### config.mk
export PLATFORM = sky130hd
export DESIGN_NAME = queue_counter
export DESIGN_NICKNAME = d
export VERILOG_FILES = /design/src/rtl/sbqm_pkg.sv /design/src/rtl/wait_time_divider.sv /design/src/rtl/queue_counter.sv
export SDC_FILE = /design/constraint.sdc
export NUM_CORES = 1
export LEC_CHECK = 0
export ABC_AREA = 1
export ABC_CLOCK_PERIOD_IN_PS = 3100
export BUFFER_PORTS_ARGS = -buffer_cell sky130_fd_sc_hd__buf_4
export CORE_UTILIZATION = 45
export CTS_BUF_LIST = sky130_fd_sc_hd__clkbuf_4 sky130_fd_sc_hd__clkbuf_8 sky130_fd_sc_hd__clkbuf_16
export CTS_CLUSTER_DIAMETER = 30
export DETAILED_ROUTE_END_ITERATION = 8
export PLACE_DENSITY_LB_ADDON = 0.1
export SETUP_SLACK_MARGIN = 0.15
export SLEW_MARGIN = 10
export SYNTH_ARGS = -nofsm -noshare
export SYNTH_HDL_FRONTEND = slang
export SYNTH_HIERARCHICAL = 1
export SYNTH_SLANG_ARGS = --single-unit
### constraint.sdc
create_clock -name clk -period 3.1 [get_ports clk]
set_input_delay 0.31 -clock clk [delete_from_list [all_inputs] [get_ports clk]]
set_output_delay 0.31 -clock clk [all_outputs]
set_load 0.02 [all_outputs]
### src/rtl/sbqm_pkg.sv
// Shared constants and types for the bank queue occupancy
// and wait-time estimation stage.
package sbqm_pkg;

  localparam int DEF_PCOUNT_W     = 3;
  localparam int DEF_TCOUNT_W     = 2;
  localparam int DEF_WTIME_W      = 5;
  localparam int DEF_SERVICE_TIME = 3;

  localparam int PMAX = 7;

  typedef enum logic [1:0] {
    IDLE,
    LOAD,
    DIV,
    DONE
  } div_state_t;

endpackage

### src/rtl/wait_time_divider.sv
// Sequential restoring divider, MSB first, one quotient
// bit per cycle, controlled by a four-state FSM.
module wait_time_divider
  import sbqm_pkg::*;
#(
  parameter int NUM_W = DEF_WTIME_W,
  parameter int DEN_W = DEF_TCOUNT_W
) (
  input  logic             clk,
  input  logic             reset,
  input  logic             start,
  input  logic [NUM_W-1:0] num,
  input  logic [DEN_W-1:0] den,
  output logic [NUM_W-1:0] quot,
  output logic             busy,
  output logic             done
);

  localparam int CW = $clog2(NUM_W + 1);
  localparam logic [CW-1:0] LAST = CW'(NUM_W - 1);

  div_state_t state;
  div_state_t state_n;

  logic [NUM_W-1:0] qr;
  logic [DEN_W-1:0] dr;
  logic [DEN_W-1:0] rem;
  logic [CW-1:0]    cnt;
  logic [DEN_W:0]   trial;
  logic [DEN_W:0]   diff;
  logic             ge;

  always_ff @(posedge clk or negedge reset) begin
    if (!reset) begin
      state <= IDLE;
    end else begin
      state <= state_n;
    end
  end

  always_comb begin
    state_n = state;
    unique case (state)
      IDLE:    if (start) state_n = LOAD;
      LOAD:    state_n = DIV;
      DIV:     if (cnt == '0) state_n = DONE;
      DONE:    state_n = IDLE;
      default: state_n = IDLE;
    endcase
  end

  always_comb begin
    busy = (state != IDLE);
    done = (state == DONE);
  end

  always_comb begin
    trial = {rem, qr[NUM_W-1]};
    ge    = (trial >= {1'b0, dr});
    diff  = trial - {1'b0, dr};
  end

  // Operands are captured on entry to LOAD so that LOAD can
  // already retire the first quotient bit.
  always_ff @(posedge clk or negedge reset) begin
    if (!reset) begin
      qr  <= '0;
      dr  <= '0;
      rem <= '0;
      cnt <= '0;
    end else begin
      unique case (state)
        IDLE: begin
          if (start) begin
            qr  <= num;
            dr  <= den;
            rem <= '0;
            cnt <= LAST;
          end
        end
        LOAD, DIV: begin
          qr  <= {qr[NUM_W-2:0], ge};
          rem <= ge ? diff[DEN_W-1:0]
                    : trial[DEN_W-1:0];
          if (cnt != '0) cnt <= cnt - CW'(1);
        end
        default: ;
      endcase
    end
  end

  assign quot = qr;

endmodule

### src/rtl/queue_counter.sv
// Saturating customer count with full/empty flags and a
// recompute tracker feeding the wait-time divider.
module queue_counter
  import sbqm_pkg::*;
#(
  parameter int PCOUNT_W     = DEF_PCOUNT_W,
  parameter int TCOUNT_W     = DEF_TCOUNT_W,
  parameter int SERVICE_TIME = DEF_SERVICE_TIME,
  parameter int WTIME_W      = DEF_WTIME_W
) (
  input  logic                clk,
  input  logic                reset,
  input  logic                up_pulse,
  input  logic                down_pulse,
  input  logic [TCOUNT_W-1:0] tcount,
  output logic [PCOUNT_W-1:0] pcount,
  output logic                full,
  output logic                empty,
  output logic [WTIME_W-1:0]  wtime,
  output logic                wtime_valid
);

  localparam int NW = 16;
  localparam logic [PCOUNT_W-1:0] CMAX = PCOUNT_W'(PMAX);

  logic                inc;
  logic                dec;
  logic                tchg;
  logic                change;
  logic                dirty;
  logic                busy;
  logic                div_done;
  logic [TCOUNT_W-1:0] tcount_q;
  logic [TCOUNT_W-1:0] teff;
  logic [NW-1:0]       sum;
  logic [WTIME_W-1:0]  num;
  logic [WTIME_W-1:0]  quot;

  function automatic logic [NW-1:0] scale(
    input logic [NW-1:0] x
  );
    logic [NW-1:0] acc;
    acc = '0;
    for (int i = 0; i < NW; i++) begin
      if (SERVICE_TIME[i]) acc = acc + (x << i);
    end
    return acc;
  endfunction

  always_comb begin
    full   = (pcount == CMAX);
    empty  = (pcount == '0);
    inc    = up_pulse & ~down_pulse & ~full;
    dec    = down_pulse & ~up_pulse & ~empty;
    tchg   = (tcount != tcount_q);
    change = inc | dec | tchg;
  end

  always_ff @(posedge clk or negedge reset) begin
    if (!reset) begin
      pcount   <= '0;
      tcount_q <= '0;
      dirty    <= 1'b0;
    end else begin
      tcount_q <= tcount;
      if (inc) begin
        pcount <= pcount + PCOUNT_W'(1);
      end else if (dec) begin
        pcount <= pcount - PCOUNT_W'(1);
      end
      // A change on the accepting edge keeps the request alive.
      if (change) begin
        dirty <= 1'b1;
      end else if (dirty && !busy) begin
        dirty <= 1'b0;
      end
    end
  end

  always_comb begin
    teff = (tcount_q == '0) ? TCOUNT_W'(1) : tcount_q;
    sum  = NW'(pcount) + NW'(teff) - NW'(1);
    num  = empty ? '0 : WTIME_W'(scale(sum));
  end

  wait_time_divider #(
    .NUM_W (WTIME_W),
    .DEN_W (TCOUNT_W)
  ) u_div (
    .clk   (clk),
    .reset (reset),
    .start (dirty),
    .num   (num),
    .den   (teff),
    .quot  (quot),
    .busy  (busy),
    .done  (div_done)
  );

  always_ff @(posedge clk or negedge reset) begin
    if (!reset) begin
      wtime <= '0;
    end else if (div_done) begin
      wtime <= quot;
    end
  end

  assign wtime_valid = !busy && !dirty;

endmodule

==> results of run 1 <==
## through the flow
step	instance area, µm²	cells	hold WS [ns]
3_5_place_dp	1780	248	0.238
5_1_grt	1830	255	0.0506
3_3_place_gp	1780	248	0.236
4_1_cts	1820	253	0.0803
6_report	1830	255	0.0981
2_1_floorplan	1630	189	0.0144
## layout make-up
class / count / area [µm²] / area share (%)
clock buffers: 3 / 22.5 / 1.23
clock inverters: 1 / 7.51 / 0.410
inverters: 36 / 135 / 7.37
multi-input cells: 125 / 840 / 45.8
flip-flops and latches: 25 / 626 / 34.1
well taps: 46 / 57.6 / 3.14
repair buffers: 19 / 145 / 7.92
## cells by family after synthesis
| kind of cell | Yosys count |
|---|---|
| mux | 6 |
| compound gates | 17 |
| simple gates | 78 |
| fa+ha+maj | 19 |
| xor+xnor | 5 |
| buf+inv | 39 |
| flops | 25 |
## synthesized netlist by cell type (all sizes together)
| cell | instances | area (µm²) |
|---|---|---|
| xnor2 | 2 | 17.5 |
| a31oi | 3 | 18.8 |
| a21oi | 3 | 15.0 |
| nor2 | 17 | 71.3 |
| o211ai | 1 | 7.51 |
| ha | 15 | 188 |
| nand3 | 14 | 92.6 |
| mux2 | 6 | 67.6 |
| dfrtp | 25 | 626 |
| buf | 2 | 22.5 |
| fa | 4 | 80.1 |
| xor2 | 3 | 26.3 |
| o21ai | 10 | 57.6 |
| nor3 | 1 | 5.00 |
| inv | 36 | 135 |
| clkbuf | 1 | 3.75 |
| nand2 | 45 | 186 |
| nand4 | 1 | 6.26 |
## worst max-delay path, cell delays in order, from the launching register on
cell	delay, ns
dfrtp_1	0.40
inv_1	0.10
ha_1	0.29
inv_1	0.04
ha_1	0.19
inv_1	0.12
fa_1	0.50
ha_1	0.32
nand3_1	0.08
nand3_1	0.08
a21oi_1	0.14
nor2_1	0.06
o211ai_1	0.14
o21ai_0	0.12
## registers in the layout (all words and copies together) (netlist names)
register	count
u_div/rem	2
pcount	3
wtime	5
dirty	1
u_div/state	2
tcount_q	2
u_div/quot	5
u_div/cnt	3
u_div/dr	2
## timing repair
action                     4_1_cts  5_1_grt
gates resized for setup          0        0
setup endpoints to repair        0        1
hold buffers                     1        0
hold endpoints to repair        25        0
setup buffers                    0        2
## per-layer routing
layer	global-route usage (%)	wire length [µm]	up-vias
li1	-	-	630
met1	20.6	1380	585
met2	32.4	1490	16
met3	3.86	69	2
met4	6.10	21	0
met5	0	0	-
## worst paths after layout
path                       slack (ns)            end
setup / recovery                 0.42  u_div/quot[4]
hold / removal                    0.1    tcount_q[0]
setup reg to reg                 0.42  u_div/quot[4]
hold reg to reg                  0.51   u_div/cnt[0]
max in group asynchronous        2.45      pcount[2]
min in group asynchronous        0.41       wtime[3]
==> metrics, run 1 <==
Synth Instances 189; Worst Max-Slew Pin Slew 0.383 ns; port bufs 16; RSZ-0062 raised after global routing no; DRC 0; Initial Util 48.0%; detailed placer's ending HPWL 2370 µm; Critical Path Start Type register; Setup crit end kind register; final cycle utilization of the critical path 86.3%; antenna violations before repair 0; htree depth 1; PnR worst setup slack 0.424 ns; final setup violation count 0; pin count of the biggest net entering global routing 26; Netlist Area Pre-Place 1630 µm²; Pre-Repair DR Iteration Count 4; clk slew on worst S/H paths 0.15 ns; GRT Total Usage 17.8%; IO Count 17; clock tree buffer depth 2; Final min period 2.68 ns; via count 1233; fmax 374 MHz; die width 62.1 µm; CP startpoint pcount[1]; syn_nets 214; Place WS 0.392 ns; worst skew pair latency 0.32 ns; commonest non-fill, non-tap cell in the layout nand2_1; Wirelength per Cell 11.6 µm; DRT antenna net count 0; vias in the first global route 1247; GP Congestion 0.795; post-synthesis cell type count 26; R2R depth 13; Syn Area/Cell 8.61 µm²; DR iter-0 viols 52; Worst EP required 3.31 ns; share of the core filled with cells 54.1%; multiplexer share of the synthesized area 4.15%; clock sinks 25; Worst Hold Class in -> reg; Die ar. 3860 µm²; sequential-to-total area share from yosys stat 38.5%; Reg-to-Reg Start pcount[1]; Setup TNS 0 ns; Rows 21; TritonCTS clock tree yes; most frequent cells in the layout nand2_1, inv_1, dfrtp_1, buf_4, nor2_1; vias per cell 4.84; Max-cap violations 0; relative slew slack 74.5%; Syn-to-layout area delta 12.7%; fin nets 235; Synth Area in XOR/XNOR 2.69%; diode count 0; adder-cell share of the synthesized area 16.5%; Slew Viols, Final 0; Root Buffer clkbuf_4; DRT Wirelength 2960 µm; largest family of logic cells by synthesized area simple AND/OR/NAND/NOR gates; crit-path max FO 3; CTS Buf Count 3; Fill cells 332; global route total overflow 0; Compound-Gate Fraction of Synth Area 6.08%; floorplan die height 62.1 µm; Yosys warnings 6; flops & latches, synth 25; skew final 0.00164 ns; Crit Path Category reg -> reg; Worst Min Path Start tcount[0]; Arr. time, crit path 2.89 ns; run status finished clean; Min-Delay Path Depth 1; first-pass GRT wire length 5420 µm; final hold violations 0; layout cells sized above 1 19.6%; post-synthesis simple-gate area fraction 22.2%; Core Area 3390 µm²
Power of run 1 is not shown: default switching activity piles up to over one toggle a cycle in this logic, so the estimate is an artifact.
==> inputs of run 2 (changes only) <==
- CELL_PAD_IN_SITES_DETAIL_PLACEMENT: unset -> 1
- CELL_PAD_IN_SITES_GLOBAL_PLACEMENT: unset -> 1
- CORE_UTILIZATION: 45 -> 44
==> run 2 against run 1 <==
Flip-flop and latch count stayed put; maximum frequency is 1.5% lower; largest cell class unchanged; hold slack better by 0.056 ns; critical path depth stayed put; die area is 2.2% higher.
==> metrics, run 2 (synthesized netlist as in run 1, its figures left out) <==
run status finished clean; Worst Max-Slew Pin Slew 0.408 ns (+0.0245 ns); DR iter-0 viols 33 (-37%); FF-to-FF setup slack 0.38 ns (-0.04 ns); Worst EP required 3.25 ns (-0.06 ns); Critical Path Start Type register; Slew Viols, Final 0 (unchanged); clock tree buffer depth 2 (unchanged); vias in the first global route 1393 (+12%); skew final 0.00602 ns (+0.00438 ns); DP Cell Count 248 (unchanged); DRT antenna net count 0 (unchanged); Syn-to-layout area delta 13.7%; Rows 21 (unchanged); final setup violation count 0 (unchanged); detailed placer's ending HPWL 2670 µm (+13%); share of the core filled with cells 53.7% (-0.35 points); commonest non-fill, non-tap cell in the layout nand2_1; M3 GR Usage 2.74% (-1.1 points); crit-path max FO 5 (+2); htree depth 1 (unchanged); R2R depth 13 (unchanged); global route total overflow 0 (unchanged); Initial Util 47.3% (-0.73 points); post-route non-filler standard cell count 255 (unchanged); Pre-Repair DR Iteration Count 4 (unchanged); pin count of the biggest net entering global routing 26 (unchanged); slowest cell delay on critical path 0.52 ns (+0.02 ns); DRT Wirelength 3340 µm (+13%); GP Congestion 0.815 (+2.5%); IO Count 17 (unchanged); grt peak-use layer met2; Worst Min Path Start tcount[0]; PnR worst setup slack 0.383 ns (-0.0407 ns); Setup crit end u_div/quot[4]; fmax 368 MHz (-1.5%); Reg2Reg Capture Point u_div/quot[4]; layout cells sized above 1 19.6% (unchanged); RSZ-0062 raised after global routing no; met2 Resource Use GR 35.2% (+2.8 points); Crit Path Category reg -> reg; antenna violations before repair 0 (unchanged); TritonCTS clock tree yes; Place WS 0.356 ns (-0.0362 ns); Bufs and invs on worst path 3 (unchanged); Setup crit end kind register; via count 1238 (+0.41%); final cycle utilization of the critical path 87.6% (+1.3 points); worst skew pair latency 0.27 ns (-0.05 ns); Top delay family on crit path adder cells; final hold violations 0 (unchanged); crit path cell chain inv_1 -> ha_1 -> inv_1 -> ha_1 -> inv_1 -> fa_1 -> ha_1 -> nand3_1 -> nand3_1 -> a21oi_1 -> nor2_1 -> o211ai_1 -> o21ai_0; diode count 0 (unchanged); Arr. time, crit path 2.86 ns (-0.03 ns); DRC 0 (unchanged); CTS Buf Count 3 (unchanged); Setup TNS 0 ns (unchanged); floorplan die height 62.8 µm (+1.1%); Fill cells 439 (+32%); relative slew slack 72.8% (-1.6 points); GRT Total Usage 19.6% (+1.8 points); Worst path depth 13 (unchanged); Crit-path slowest cell fa_1; clock sinks 25 (unchanged); Wirelength per Cell 13.1 µm (+13%); Final min period 2.72 ns (+0.0407 ns); most frequent cells in the layout nand2_1, inv_1, dfrtp_1, buf_4, nor2_1; Die ar. 3940 µm² (+2.2%); port bufs 16 (unchanged); clk slew on worst S/H paths 0.09 ns (-0.06 ns); first-pass GRT wire length 6170 µm (+14%); met1 Use GR 24.0% (+3.4 points); Worst Hold Class in -> reg; die width 62.8 µm (+1.1%); vias per cell 4.85 (+0.41%); Root Buffer clkbuf_8; Reg-to-Reg Start pcount[0]; Max-cap violations 0 (unchanged); Core Area 3440 µm² (+1.6%); CP startpoint pcount[0]; fin nets 235 (unchanged)
## run 2: cell types whose count changed in the layout (fill, tap and decap cells not counted), sizes merged
cell	delta
clkinv	+1
clkinvlp	-1
## run 2: cell type report
cell class	instances	area (µm²)	share of cell area [%]
Tap cell	46	57.6	3.11
Inverter	36	135	7.31
Timing Repair Buffer	19	145	7.85
Clock inverter	1	5.00	0.271
Sequential cell	25	626	33.8
Multi-Input combinational cell	125	840	45.4
Clock buffer	3	41.3	2.23
## run 2: layer usage
metal	wire, µm	up-vias
li1	-	629
met1	1590	589
met2	1650	16
met3	67	4
met4	33	0
met5	0	-
## run 2: metrics by stage
| stage | hold slack (ns) | cell area, µm² |
|---|---|---|
| finish | 0.154 | 1850 |
| global route | 0.140 | 1850 |
| CTS | 0.148 | 1830 |
| detailed placement | 0.240 | 1780 |
| global placement | 0.235 | 1780 |
| floorplan | 0.0144 | 1630 |
## run 2: worst min-delay path by stage
| stage | end | cells after the start |
|---|---|---|
| final | tcount_q[0] | 1 |
| after global routing | tcount_q[0] | 1 |
| after CTS | tcount_q[0] | 1 |
| after detailed placement | wtime[2] | 1 |
| after global placement | u_div/quot[3] | 1 |
| after floorplan | dirty | 0 |
## run 2: what timing repair did
action,CTS,global route
endpoints found under the hold margin,25,0
endpoints found under the setup margin,0,1
setup buffers,0,2
hold buffers,1,0
gates resized for setup,0,0
## run 2: worst register-to-register path, delay by kind of cell (launching register included)
family	cells	cell delay, ns
adder cells (fa/ha/maj)	4	1.22
flip-flops	1	0.47
AO/OA/AOI/OAI	3	0.40
buffers and inverters	3	0.27
AND/OR/NAND/NOR	3	0.24
Power of run 2 is left out for the same reason.
==> inputs of run 3 (changes only) <==
- ABC_CLOCK_PERIOD_IN_PS: 3100 -> 2300
- CORE_UTILIZATION: 44 -> 40
- clock period: 3.1 -> 2.3 ns (I/O delays scaled with it)
==> run 3 against run 2 <==
The run now ends with setup timing left; core utilization shrank 0.21 points; clock skew grew 0.00095 ns; maximum frequency grew 11%; first-iteration DRC count grew 100%; final cell count grew 4.3%; register-to-register slack lost 0.54 ns; die area grew 9.7%.
==> metrics, run 3 (synthesized netlist as in run 1, its figures left out) <==
fmax 407 MHz (+11%); GP Congestion 0.775 (-4.9%); Arr. time, crit path 2.61 ns (-0.25 ns); worst skew pair latency 0.27 ns (about the same); IO Count 17 (unchanged); detailed placer's ending HPWL 2960 µm (+11%); cell area after layout 2020 µm² (+9.1%); skew final 0.00696 ns (+0.000945 ns); run status complete, but fails checks; DR iter-0 viols 66 (+100%); GRT Total Usage 20.5% (+0.90 points); Pre-Repair DR Iteration Count 4 (unchanged); Placed Instance Area 1890 µm² (+6.2%); vias in the first global route 1467 (+5.3%); Die ar. 4330 µm² (+9.7%); Final min period 2.46 ns (-0.261 ns); layout cells sized above 1 32.1% (+12 points); post-route non-filler standard cell count 266 (+4.3%); diode count 0 (unchanged); DRC 0 (unchanged); final hold violations 0 (unchanged); vias per cell 4.92 (+1.3%); relative slew slack 74.8% (+2.0 points); antenna violations before repair 0 (unchanged); clk slew on worst S/H paths 0.10 ns (about the same); clock sinks 25 (unchanged); Root Buffer clkbuf_8; crit-path max FO 3 (-2); fin nets 244 (+3.8%); Setup crit end kind register; floorplan die height 65.8 µm (+4.7%); Worst Hold Class in -> reg; most frequent cells in the layout nand2_1, inv_1, buf_4, dfrtp_1, nor2_1; htree depth 1 (unchanged); Syn-to-layout area delta 24.1%; Crit Path Category reg -> reg; global route total overflow 0 (unchanged); Wirelength per Cell 14.3 µm (+9.0%); RSZ-0062 raised after global routing yes; Core Area 3770 µm² (+9.6%); die width 65.8 µm (+4.7%); DRT antenna net count 0 (unchanged); DP Cell Count 260 (+4.8%); clock tree buffer depth 2 (unchanged); Place WS -0.303 ns (-0.659 ns); port bufs 16 (unchanged); TritonCTS clock tree yes; commonest non-fill, non-tap cell in the layout nand2_1; final cycle utilization of the critical path 107% (+19 points); PnR worst setup slack -0.156 ns (-0.539 ns); first-pass GRT wire length 6660 µm (+7.9%); violated checks setup timing; Worst Max-Slew Pin Slew 0.377 ns (-0.0303 ns); Max-cap violations 0 (unchanged); final setup violation count 3 (+3); via count 1308 (+5.7%); pin count of the biggest net entering global routing 26 (unchanged); CTS Buf Count 3 (unchanged); Slew Viols, Final 0 (unchanged); Initial Util 43.1% (-4.1 points); Critical Path Start Type register; DRT Wirelength 3800 µm (+14%); Setup TNS -0.377 ns (-0.377 ns); Worst EP required 2.46 ns (-0.79 ns); Rows 22 (+4.8%)
run 3: cell types whose count changed in the layout (fill, tap and decap cells not counted), moves of 3 or more:
| cell | before | now |
|---|---|---|
| fa_1 | 4 | 1 |
| inv_4 | 0 | 4 |
| nand3_1 | 11 | 8 |
| inv_1 | 34 | 28 |
| ha_1 | 15 | 11 |
| nand3_2 | 2 | 5 |
| buf_4 | 18 | 27 |
| ha_4 | 0 | 4 |
| fa_2 | 0 | 3 |
run 3: path summary, 6_finish.rpt:
| kind | start | slack [ns] | to | cells past startpoint |
|---|---|---|---|---|
| min in group asynchronous | reset | 0.40 | u_div/quot[1] | 2 |
| max in group asynchronous | reset | 1.62 | pcount[1] | 2 |
| worst max-delay path | tcount_q[1] | -0.16 | u_div/quot[4] | 13 |
| worst max register to register | tcount_q[1] | -0.16 | u_div/quot[4] | 13 |
| worst min-delay path | tcount[0] | 0.07 | tcount_q[0] | 1 |
| worst min register to register | u_div/cnt[2] | 0.49 | u_div/cnt[2] | 2 |
run 3: final cells by class:
| type | instances | area (µm²) |
|---|---|---|
| Multi-Input combinational cell | 125 | 923 |
| Fill cell | 438 | 1750 |
| Clock buffer | 3 | 41.3 |
| Tap cell | 48 | 60.1 |
| Inverter | 36 | 145 |
| Clock inverter | 1 | 7.51 |
| Timing Repair Buffer | 28 | 213 |
| Sequential cell | 25 | 628 |
run 3: through the flow:
stage	hold WS, ns	util, %
3_3_place_gp	0.156	50.1
3_5_place_dp	0.163	50.1
5_1_grt	0.0664	53.5
2_1_floorplan	-0.0656	-
4_1_cts	0.0670	53.0
6_report	0.0729	53.5
run 3: per-layer routing:
| metal | GRT usage (%) | up-vias | share of wire [%] |
|---|---|---|---|
| met5 | 0 | - | 0 |
| met4 | 5.98 | 0 | 1.2 |
| met3 | 2.07 | 4 | 2.6 |
| met2 | 37.8 | 22 | 52 |
| met1 | 24.8 | 635 | 44 |
| li1 | - | 647 | - |
run 3: worst max-delay path, cell delays in order, from the launching register on:
cell and delay [ns]:
dfrtp_1 0.41, inv_2 0.11, ha_4 0.22, inv_4 0.06, ha_4 0.13, inv_4 0.04
fa_2 0.63, ha_4 0.22, nand3_2 0.05, nand3_2 0.08, a21oi_2 0.11, nor2_1 0.05
o211ai_1 0.14, o21ai_1 0.08
run 3: repair_timing:
item,CTS,global route
resized for setup,11,4
hold endpoints to repair,25,0
hold buffers,1,0
pin swaps,8,8
buffers inserted,1,0
endpoints found under the setup margin,3,3
Power of run 3 is left out for the same reason.
